**src/rtl/note_game_pkg.sv**
```systemverilog
// Shared types and constants for the note scroll game blocks.
package note_game_pkg;

  localparam int NUM_COLS = 4;
  localparam int NUM_ROWS = 16;

  typedef logic [NUM_COLS-1:0] row_t;
  typedef row_t [NUM_ROWS-1:0] field_t;

  typedef enum logic [1:0] {
    ST_IDLE  = 2'd0,
    ST_SHIFT = 2'd1,
    ST_FLUSH = 2'd2
  } state_t;

  function automatic logic [2:0] popcount4(input row_t v);
    popcount4 = 3'(v[0]) + 3'(v[1]) + 3'(v[2]) + 3'(v[3]);
  endfunction

endpackage

```
**src/rtl/hit_judge.sv**
```systemverilog
// Judgement-window search: per column, the lowest note inside the bottom
// HIT_WIN rows is the one a key press removes.
module hit_judge
  import note_game_pkg::*;
#(
  parameter int HIT_WIN = 2
) (
  input  field_t field,
  input  row_t   hit_req,
  input  logic   en,
  output field_t clear,
  output row_t   hit
);

  always_comb begin
    clear = '0;
    hit   = '0;
    for (int c = 0; c < NUM_COLS; c++) begin
      if (en && hit_req[c]) begin
        for (int r = NUM_ROWS - 1; r >= NUM_ROWS - HIT_WIN; r--) begin
          if (!hit[c] && field[r][c]) begin
            clear[r][c] = 1'b1;
            hit[c]      = 1'b1;
          end
        end
      end
    end
  end

endmodule

```
**src/rtl/note_scroll_scheduler.sv**
```systemverilog
// Falling-note field scheduler: scroll, spawn, hit judgement and field flush.
// Optional score counters are built when NOTE_SCORE_CNT_EN is defined.
//
// state    | meaning
// ST_IDLE  | waiting; hits judged, spawns accepted, tick/flush launch work
// ST_SHIFT | one cycle: field moves down one row, pending pattern enters row 0
// ST_FLUSH | clears one row per cycle, rows 0..15, then back to idle
module note_scroll_scheduler
  import note_game_pkg::*;
#(
  parameter int HIT_WIN = 2
) (
  input  logic        clk,
  input  logic        rst_n,
  input  logic        tick_scroll,
  input  logic        run,
  input  logic        flush,
  input  logic        spawn_valid,
  input  logic [3:0]  spawn_pattern,
  output logic        spawn_ready,
  input  logic [3:0]  hit_req,
  output logic [63:0] block_rows,
  output logic [3:0]  hit_ok,
  output logic [3:0]  miss,
  output logic        busy
`ifdef NOTE_SCORE_CNT_EN
  ,
  output logic [15:0] score_hits,
  output logic [15:0] score_miss
`endif
);

  state_t     state, state_nxt;
  field_t     rows, rows_nxt, rows_hit, clear;
  row_t       pending, pending_nxt;
  logic       pending_valid, pending_valid_nxt;
  logic [3:0] flush_row, flush_row_nxt;
  row_t       hit, miss_nxt;
  logic       hit_en, xfer;

  assign spawn_ready = !pending_valid && (state != ST_FLUSH);
  assign xfer        = spawn_valid && spawn_ready;
  assign busy        = (state != ST_IDLE);
  assign block_rows  = rows;

  // A flush request wins over a same-cycle key press, so FLUSH never shows a hit.
  assign hit_en = run && ((state == ST_SHIFT) || ((state == ST_IDLE) && !flush));

  hit_judge #(.HIT_WIN(HIT_WIN)) u_hit_judge (
    .field   (rows),
    .hit_req (hit_req),
    .en      (hit_en),
    .clear   (clear),
    .hit     (hit)
  );

  assign rows_hit = rows & ~clear;

  always_comb begin
    state_nxt         = state;
    rows_nxt          = rows;
    pending_nxt       = pending;
    pending_valid_nxt = pending_valid;
    flush_row_nxt     = flush_row;
    miss_nxt          = '0;
    unique case (state)
      ST_IDLE: begin
        if (flush) begin
          state_nxt         = ST_FLUSH;
          pending_valid_nxt = 1'b0;
          pending_nxt       = '0;
          flush_row_nxt     = '0;
        end else begin
          rows_nxt = rows_hit;
          if (xfer) begin
            pending_valid_nxt = 1'b1;
            pending_nxt       = spawn_pattern;
          end
          if (run && tick_scroll) state_nxt = ST_SHIFT;
        end
      end
      ST_SHIFT: begin
        rows_nxt          = {rows_hit[NUM_ROWS-2:0], (pending_valid ? pending : row_t'(0))};
        miss_nxt          = rows_hit[NUM_ROWS-1];
        // A pattern accepted now waits for the next scroll.
        pending_valid_nxt = xfer;
        if (xfer) pending_nxt = spawn_pattern;
        state_nxt         = ST_IDLE;
      end
      ST_FLUSH: begin
        rows_nxt[flush_row] = '0;
        flush_row_nxt       = flush_row + 4'd1;
        if (flush_row == 4'(NUM_ROWS - 1)) state_nxt = ST_IDLE;
      end
      default: state_nxt = ST_IDLE;
    endcase
  end

  always_ff @(posedge clk or negedge rst_n) begin
    if (!rst_n) begin
      state         <= ST_IDLE;
      rows          <= '0;
      pending       <= '0;
      pending_valid <= 1'b0;
      flush_row     <= '0;
      hit_ok        <= '0;
      miss          <= '0;
    end else begin
      state         <= state_nxt;
      rows          <= rows_nxt;
      pending       <= pending_nxt;
      pending_valid <= pending_valid_nxt;
      flush_row     <= flush_row_nxt;
      hit_ok        <= hit;
      miss          <= miss_nxt;
    end
  end

`ifdef NOTE_SCORE_CNT_EN
  logic [16:0] hits_sum, miss_sum;
  logic        flush_entry;

  assign hits_sum    = 17'(score_hits) + 17'(popcount4(hit_ok));
  assign miss_sum    = 17'(score_miss) + 17'(popcount4(miss));
  assign flush_entry = (state == ST_IDLE) && flush;

  always_ff @(posedge clk or negedge rst_n) begin
    if (!rst_n) begin
      score_hits <= '0;
      score_miss <= '0;
    end else if (flush_entry) begin
      score_hits <= '0;
      score_miss <= '0;
    end else begin
      score_hits <= hits_sum[16] ? 16'hFFFF : hits_sum[15:0];
      score_miss <= miss_sum[16] ? 16'hFFFF : miss_sum[15:0];
    end
  end
`endif

endmodule

```
**config.mk**
```make
export PLATFORM = sky130hd
export DESIGN_NAME = note_scroll_scheduler
export DESIGN_NICKNAME = d
export VERILOG_FILES = /design/src/rtl/note_game_pkg.sv /design/src/rtl/hit_judge.sv /design/src/rtl/note_scroll_scheduler.sv
export SDC_FILE = /design/constraint.sdc
export NUM_CORES = 1
export LEC_CHECK = 0
export BUFFER_PORTS_ARGS = -buffer_cell sky130_fd_sc_hd__buf_2
export CAP_MARGIN = 20
export CORE_MARGIN = 2
export CORE_UTILIZATION = 32
export CTS_BUF_LIST = sky130_fd_sc_hd__clkbuf_4
export DETAILED_ROUTE_END_ITERATION = 10
export PLACE_DENSITY = 0.6
export SYNTH_ARGS = -nofsm -noshare
export SYNTH_HDL_FRONTEND = slang
export SYNTH_SLANG_ARGS = --single-unit
```
**constraint.sdc**
```tcl
create_clock -name clk -period 5.1 [get_ports clk]
set_input_delay 1.02 -clock clk [delete_from_list [all_inputs] [get_ports clk]]
set_output_delay 1.02 -clock clk [all_outputs]
set_load 0.02 [all_outputs]
```
==> key figures, run 1 <==
Place
  – # port buffers: 87
  – Dpl hpwl: 5860 µm
  – Pre-CTS setup slack: 2.66 ns
  – Cells after DPL: 512
  – RePlAce Congestion: 0.781

Clock tree
  – Clock Latency Late Sink: 0.43 ns
  – CTS Sinks: 83
  – Post-CTS setup buffers: 0
  – Post-CTS Hold Buffers: 0
  – Clock buffer depth: 2
  – CTS tree: yes
  – H-tree depth: 3
  – CTS root buf: clkbuf_4
  – Reg clk slew, reported paths: 0.12 ns
  – TritonCTS buffer count: 9
  – Cts repair resizes: 0

Floorplan
  – # IOs: 88
  – Core Area: 0.0108 mm²
  – Die Y-Extent: 109 µm
  – Die Area: 0.0119 mm²
  – Initial Util: 32.7%
  – Standard-cell rows: 38
  – Chip width: 109 µm

Logic synthesis
  – Register area share after synthesis: 58.5%
  – Number of synthesized register bits: 83
  – Number of synthesized flops with an enable pin: 0
  – Top-area cell type share of the netlist area: 58.5%
  – Distinct cell type count after synthesis: 35
  – Top-count cell post-synth: dfrtp_1
  – Syn avg cell area: 11.9 µm²
  – Yosys top cell by area: dfrtp_1
  – Synthesized instance count: 299
  – Cell area after synthesis: 0.00355 mm²
  – Top cells by area, synth: dfrtp_1 (59%), a22o_1 (14%), nand2_1 (3.4%)
  – Post-synth net total: 321
  – Most frequent cells after synthesis: dfrtp_1 (83), a22o_1 (56), nand2_1 (32)
  – Predominant post-synthesis flop cell: dfrtp_1
  – Yosys warnings: 0
  – Async set-reset flop share out of synthesis: 100%

Routing
  – Drt drc: 0
  – Total iterations of the first detailed-routing run: 4
  – Avg WL per Cell: 15.5 µm
  – Number of routed nets with antenna violations: 0
  – DRT iter0 DRCs: 142
  – Final wirelength: 8220 µm
  – Vias per cell: 5.10
  – Vias: 2700

Worst setup path
  – Worst path slowest cell: ha_1
  – Worst Path Max Fanout: 22
  – Reg2reg start: state[1]
  – Crit path launch: state[0]
  – Critical path startpoint category: flip-flop
  – Buf/Inv on CP: 2
  – CP Capture Type: output port
  – Required time worst endpoint: 4.08 ns
  – Worst setup path class: flip-flop to output port
  – CP max stage delay: 0.61 ns
  – Arrival time worst endpoint: 1.87 ns
  – Crit-path cells: inv_1, ha_1, nor2_1, buf_2
  – Delay-heaviest family, CP: adder cells

Timing
  – RSZ-0062 raised after global routing: no
  – Final TNS setup: 0 ns
  – Max Clock Skew: 0.0163 ns
  – Final Hold Vio Count: 0
  – Peak Freq: 346 MHz
  – Slew HR: 31.7%
  – Final setup margin: 2.21 ns
  – Tmin final: 2.89 ns
  – Setup violations, final: 0
  – Period utilisation layout: 56.6%
  – Worst-Margin Slew: 1.03 ns
  – Worst hold slack: 0.518 ns
  – Final max-slew violation count: 0

Power
  – Switching Share: 40.4%
  – Peak VDD IR: 0.255 mV
  – Pleak: 2.24 nW
  – Psw: 0.726 mW
  – Reg power frac: 41.0%
  – Comb power frac: 36.0%
  – Pwr/cell area: 424 mW/mm²
  – Internal cell power: 1.07 mW
  – Clock network fraction of total power: 22.9%

Global routing
  – First-pass GRT wire length: 13400 µm
  – Total track usage: 14.6%
  – Vias in the first global route: 2603
  – Grt ovf: 0
  – Largest net degree at the start of global routing: 84
  – Initial antenna violation count: 1

Min path
  – HP Class: flip-flop to flip-flop
  – Hold Crit Start: pending[2]

Status
  – Outcome: complete, no violations

Cells and area
  – Area Overhead vs Synth: 19.3%
  – Cell Count, Final, Fillers Out: 529
  – # nets final: 406
  – Share of layout cells above drive strength 1: 28.9%

Run
  – Max-cap viol count: 0
-- area by class of cell --
type	count	area, µm²
diodes	1	2.50
clock buffers	10	75.1
clock inverters	5	78.8
fillers	1092	6610
inverters	11	41.3
multi-input cells	191	1330
flip-flops and latches	83	2080
well taps	140	175
repair buffers	88	458
-- power by group through the flow --
stage / logic, mW / clock network [mW] / registers (mW)
final: 0.647 / 0.412 / 0.737
after global routing: 0.737 / 0.455 / 0.745
after CTS: 0.653 / 0.429 / 0.737
after detailed placement: 0.653 / 0 / 0.750
after floorplan: 0.515 / 0 / 0.734
after global placement: 0.633 / 0 / 0.748
-- registers in the layout (all words and copies together), names as in the netlist --
register and flops:
block_rows 64, hit_ok 4, state 2, pending 4, miss 4, flush_row 4
pending_valid 1
-- routing by layer --
metal	routed length [µm]	vias up	track usage, %	part of all wire (%)
li1	-	1291	-	-
met1	4010	1335	21.0	49
met2	3730	65	21.7	45
met3	366	9	3.26	4.5
met4	119	0	5.42	1.4
met5	0	-	0	0
-- logic make-up after synthesis --
| family | share of synthesized area [%] |
|---|---|
| AOI/OAI and AO/OA | 23.1 |
| DFF | 58.5 |
| and+or+nand+nor | 11.5 |
| buffers and inverters | 4.13 |
| adders and majority gates | 2.82 |
-- cell usage in the layout, fill, tap and decap left out, drive strengths merged, types with 3 or more instances in the layout --
cell type | synthesis | routed
a21oi | 3 | 3
a22o | 56 | 56
nor2 | 10 | 10
o211ai | 8 | 8
nand2 | 32 | 32
nand2b | 7 | 7
a31oi | 3 | 3
clkinv | 0 | 3
clkbuf | 1 | 10
a32o | 6 | 6
nor3 | 5 | 5
dfrtp | 83 | 83
o21ai | 20 | 20
nand3 | 11 | 11
inv | 11 | 11
ha | 8 | 8
buf | 13 | 88
o311ai | 4 | 4
and3 | 7 | 7
-- per-stage QoR --
stage / instance area, µm² / power [mW] / util, %
floorplan: 3550 / 1.25 / -
global placement: 4060 / 1.38 / 37.4
detailed placement: 4060 / 1.40 / 37.4
CTS: 4210 / 1.82 / 38.9
global route: 4230 / 1.94 / 39.1
finish: 4230 / 1.80 / 39.1
-- final timing paths --
kind | slack (ns) | to | cells past startpoint
max | 2.21 | spawn_ready | 4
min | 0.52 | pending[2] | 1
max reg2reg | 2.65 | block_rows[1] | 4
min reg2reg | 0.52 | pending[2] | 1
max in group asynchronous | 3.95 | block_rows[6] | 2
min in group asynchronous | 0.56 | miss[3] | 1
No activity file was read; power rests on OpenSTA's default activity.
==> run 2, diff against run 1 <==
Settings changed: PLACE_DENSITY 0.6 to 0.61.
Clock period 5.1 ns to 2.3 ns, I/O delays scaled along.
==> run 2 against run 1 <==
Compared with the run above: cell count grew 0.76%; utilization increased by 0.29 points; cell area is 0.74% higher; clock power grew 110%; first-iteration DRC count is 18% higher; count of clock-buffer cells in the layout did not move; sequential share of layout area decreased by 0.36 points; setup slack worse by 2.0 ns.
==> key figures, run 2 (synthesis results as in run 1) <==
Clock tree
  – CTS tree: yes
  – TritonCTS buffer count: 9
  – Reg clk slew, reported paths: 0.13 ns
  – Post-CTS setup buffers: 0
  – Clock Latency Late Sink: 0.44 ns
  – Clock buffer depth: 2
  – CTS root buf: clkbuf_4
  – CTS Sinks: 83
  – H-tree depth: 3

Floorplan
  – Core Area: 0.0108 mm²
  – Initial Util: 32.7%
  – # IOs: 88
  – Die Y-Extent: 109 µm
  – Standard-cell rows: 38
  – Chip width: 109 µm
  – Die Area: 0.0119 mm²

Cells and area
  – # nets final: 410
  – Commonest non-fill, non-tap cell in the layout: buf_2
  – Most frequent cells in the layout: buf_2 (86), dfrtp_1 (83), a22o_1 (56)
  – Share of layout cells above drive strength 1: 29.5%
  – ANT cells: 0
  – Max reg flops: 64
  – Area Overhead vs Synth: 20.2%

Timing
  – Final TNS setup: 0 ns
  – Final Hold Vio Count: 0
  – Setup violations, final: 0
  – Slew HR: 68.1%
  – Worst-Margin Slew: 0.479 ns
  – Max Clock Skew: 0.0212 ns
  – Period utilisation layout: 91.4%
  – Tmin final: 2.10 ns
  – Peak Freq: 476 MHz
  – Final max-slew violation count: 0
  – RSZ-0062 raised after global routing: no
  – Final setup margin: 0.197 ns

Global routing
  – First-pass GRT wire length: 13100 µm
  – Largest net degree at the start of global routing: 57
  – Initial antenna violation count: 0
  – Grt ovf: 0
  – Total track usage: 14.4%
  – Vias in the first global route: 2530

Min path
  – Hold path depth: 2
  – HP Class: input pin to flip-flop
  – Hold Crit Start: spawn_pattern[3]

Routing
  – Final wirelength: 8280 µm
  – Vias: 2695
  – Vias per cell: 5.06
  – Drt drc: 0
  – DRT iter0 DRCs: 168
  – Avg WL per Cell: 15.5 µm
  – Total iterations of the first detailed-routing run: 4
  – Number of routed nets with antenna violations: 0

Worst setup path
  – CP Capture Type: output port
  – Worst r2r path cells: 6
  – Arrival time worst endpoint: 1.64 ns
  – Reg2reg start: state[0]
  – Crit path launch: state[0]
  – Required time worst endpoint: 1.84 ns
  – CP max stage delay: 0.43 ns
  – Worst path slowest cell: dfrtp_1
  – Critical path startpoint category: flip-flop
  – Crit-path cells: inv_1, ha_2, nor2_1, buf_2
  – Worst setup path class: flip-flop to output port
  – Worst Path Max Fanout: 22

Place
  – Dpl hpwl: 6000 µm
  – Pre-CTS setup slack: 0.274 ns
  – RePlAce Congestion: 0.777
  – # port buffers: 87

Power
  – Pleak: 2.24 nW
  – Internal cell power: 2.31 mW
  – Psw: 1.64 mW
  – Clock network fraction of total power: 21.6%
  – Peak VDD IR: 0.394 mV
  – Tot Pwr: 3.95 mW
  – Switching Share: 41.6%
  – Pwr/cell area: 927 mW/mm²
  – Reg power frac: 41.4%
  – Comb power frac: 37.0%

Status
  – Outcome: complete, no violations

Run
  – Max-cap viol count: 0
## run 2: final cells by class
cell class	instances	area, µm²
fillers	1081	6580
inverters	11	41.3
clock inverters	6	65.1
clock buffers	10	75.1
multi-input cells	191	1330
well taps	140	175
flip-flops and latches	83	2080
repair buffers	92	503
## run 2: routing by layer
metal  vias to the layer above  global-route usage, %  wire, µm
li1                       1297                      -         -
met1                      1329                   20.2      3950
met2                        63                   21.5      3860
met3                         6                   3.79       380
met4                         0                   4.88        87
met5                         -                      0         0
## run 2: repair_timing
item                                    in CTS  in global routing
gates resized for setup                      1                  0
endpoints found under the hold margin       35                  0
endpoints found under the setup margin       1                  0
hold buffers                                 1                  0
## run 2: critical path: cells and delay by family, from the launching register on
| family | cells | cell delay (ns) |
|---|---|---|
| flip-flops | 1 | 0.43 |
| adder cells (fa/ha/maj) | 1 | 0.42 |
| buffers and inverters | 2 | 0.27 |
| AND/OR/NAND/NOR | 1 | 0.09 |
## run 2: worst paths after layout
check,to,slack [ns]
hold reg to reg,pending[2],0.52
max in group asynchronous,block_rows[26],1.18
min in group asynchronous,state[1],0.51
setup reg to reg,pending[1],0.46
hold / removal,pending[3],0.23
setup / recovery,spawn_ready,0.20
## run 2: power groups by stage
stage | sequential (mW) | clock [mW] | combinational (mW)
detailed placement | 1.66 | 0 | 1.45
CTS | 1.64 | 0.875 | 1.47
floorplan | 1.63 | 0 | 1.14
global route | 1.65 | 0.931 | 1.67
global placement | 1.66 | 0 | 1.42
finish | 1.64 | 0.853 | 1.46
## run 2: through the flow
step / instances / hold slack, ns / cell area (µm²) / util, %
after floorplan: 299 / 0.164 / 3550 / -
final: 533 / 0.235 / 4270 / 39.3
after detailed placement: 515 / 0.452 / 4090 / 37.8
after CTS: 532 / 0.198 / 4250 / 39.2
after global placement: 515 / 0.448 / 4090 / 37.8
after global routing: 533 / 0.208 / 4270 / 39.3
==> run 3, diff against run 2 <==
Settings changed: MAX_ROUTING_LAYER from default to met4.
==> run 3 against run 2 <==
Compared with the run above: first-iteration DRC count is 1.8% lower; via count unchanged; largest cell class unchanged; clock power shrank 0.6%; clock skew fell by 0.0069 ns; critical endpoint unchanged; worst hold slack improved by 0.0016 ns; critical path depth unchanged; die area unchanged; critical path type unchanged.
==> key figures, run 3 (synthesis results as in run 1) <==
Status
  – Outcome: complete, no violations

Timing
  – Period utilisation layout: 91.7%
  – Final TNS setup: 0 ns
  – Peak Freq: 474 MHz
  – Max Clock Skew: 0.0143 ns
  – Worst-Margin Slew: 0.476 ns
  – Worst hold slack: 0.236 ns
  – Slew HR: 68.2%
  – RSZ-0062 raised after global routing: no
  – Setup violations, final: 0
  – Final max-slew violation count: 0
  – Final Hold Vio Count: 0
  – Tmin final: 2.11 ns

Place
  – Dpl hpwl: 6000 µm
  – Cells after DPL: 515
  – # port buffers: 87
  – RePlAce Congestion: 0.788

Cells and area
  – Fin util: 39.3%
  – Area Overhead vs Synth: 20.2%
  – # nets final: 410
  – ANT cells: 0
  – Max reg flops: 64
  – Most frequent cells in the layout: buf_2 (86), dfrtp_1 (83), a22o_1 (56)
  – Share of layout cells above drive strength 1: 29.5%
  – Cell Count, Final, Fillers Out: 533
  – Commonest non-fill, non-tap cell in the layout: buf_2

Power
  – Pwr/cell area: 926 mW/mm²
  – Tot Pwr: 3.95 mW
  – Pleak: 2.24 nW
  – Peak VDD IR: 0.394 mV

Floorplan
  – Chip width: 109 µm
  – Core Area: 0.0108 mm²
  – # IOs: 88
  – Die Y-Extent: 109 µm
  – Die Area: 0.0119 mm²
  – Standard-cell rows: 38
  – Initial Util: 32.7%

Routing
  – Vias: 2695
  – DRT iter0 DRCs: 165
  – Number of routed nets with antenna violations: 0
  – Vias per cell: 5.06
  – Drt drc: 0
  – Final wirelength: 8300 µm
  – Avg WL per Cell: 15.6 µm
  – Total iterations of the first detailed-routing run: 5

Clock tree
  – CTS tree: yes
  – TritonCTS buffer count: 9
  – H-tree depth: 3
  – CTS root buf: clkbuf_4
  – Clock Latency Late Sink: 0.43 ns
  – Post-CTS setup buffers: 0
  – CTS Sinks: 83
  – Clock buffer depth: 2
  – Reg clk slew, reported paths: 0.13 ns

Global routing
  – Vias in the first global route: 2537
  – Grt ovf: 0
  – First-pass GRT wire length: 13100 µm
  – Initial antenna violation count: 0
  – Largest net degree at the start of global routing: 57
  – Total track usage: 14.8%

Worst setup path
  – Required time worst endpoint: 1.84 ns
  – Critical Path End: spawn_ready
  – Worst Path Max Fanout: 22
  – Worst setup path class: flip-flop to output port
  – Critical path startpoint category: flip-flop
  – Worst r2r path cells: 6
  – Arrival time worst endpoint: 1.65 ns
  – Reg2reg setup slack: 0.47 ns
  – R2r endpoint: pending[1]
  – CP Capture Type: output port
  – Reg2reg start: state[0]
  – Crit path launch: state[0]

Min path
  – HP Class: input pin to flip-flop

Run
  – Max-cap viol count: 0
==> run 3: cell counts in the layout (fill, tap and decap cells not counted) <==
No cell type changed its count.
==> run 3: power by group <==
part / leakage [nW] / total (mW) / internal, mW / switching, mW
clock network: 0.0667 / 0.848 / 0.344 / 0.505
logic: 1.02 / 1.47 / 0.426 / 1.04
registers: 1.15 / 1.64 / 1.54 / 0.0970
==> run 3: cell type report <==
type	count	area [µm²]
fillers	1081	6580
clock buffers	10	75.1
multi-input cells	191	1330
repair buffers	92	503
flip-flops and latches	83	2080
well taps	140	175
clock inverters	6	65.1
inverters	11	41.3
==> run 3: stage by stage <==
| step | setup WS (ns) | instance area (µm²) |
|---|---|---|
| global route | 0.0404 | 4270 |
| CTS | 0.157 | 4250 |
| floorplan | 0.660 | 3550 |
| detailed placement | 0.274 | 4090 |
| global placement | 0.353 | 4090 |
| finish | 0.191 | 4270 |
==> run 3: what timing repair did <==
item	CTS	global route
endpoints found under the setup margin	1	0
resized for setup	1	0
hold buffers	1	0
endpoints found under the hold margin	35	0
==> run 3: worst min-delay path by stage <==
stage	from	end	slack [ns]	cells past startpoint
final	spawn_pattern[3]	pending[3]	0.24	2
after global routing	spawn_pattern[3]	pending[3]	0.20	2
after CTS	spawn_pattern[3]	pending[3]	0.20	2
after detailed placement	rst_n	state[1]	0.45	1
after global placement	rst_n	state[0]	0.45	1
after floorplan	rst_n	block_rows[0]	0.16	0
==> run 3: worst max-delay path: stages, from the launching register on <==
cell and delay (ns):
dfrtp_1 0.43, inv_1 0.10, ha_2 0.42, nor2_1 0.09, buf_2 0.17
==> run 3: per-layer routing <==
| metal | track usage, % | routed length (µm) | up-vias |
|---|---|---|---|
| li1 | - | - | 1297 |
| met1 | 20.3 | 4060 | 1336 |
| met2 | 21.6 | 3810 | 56 |
| met3 | 3.79 | 336 | 6 |
| met4 | 4.88 | 96 | 0 |
| met5 | - | 0 | - |
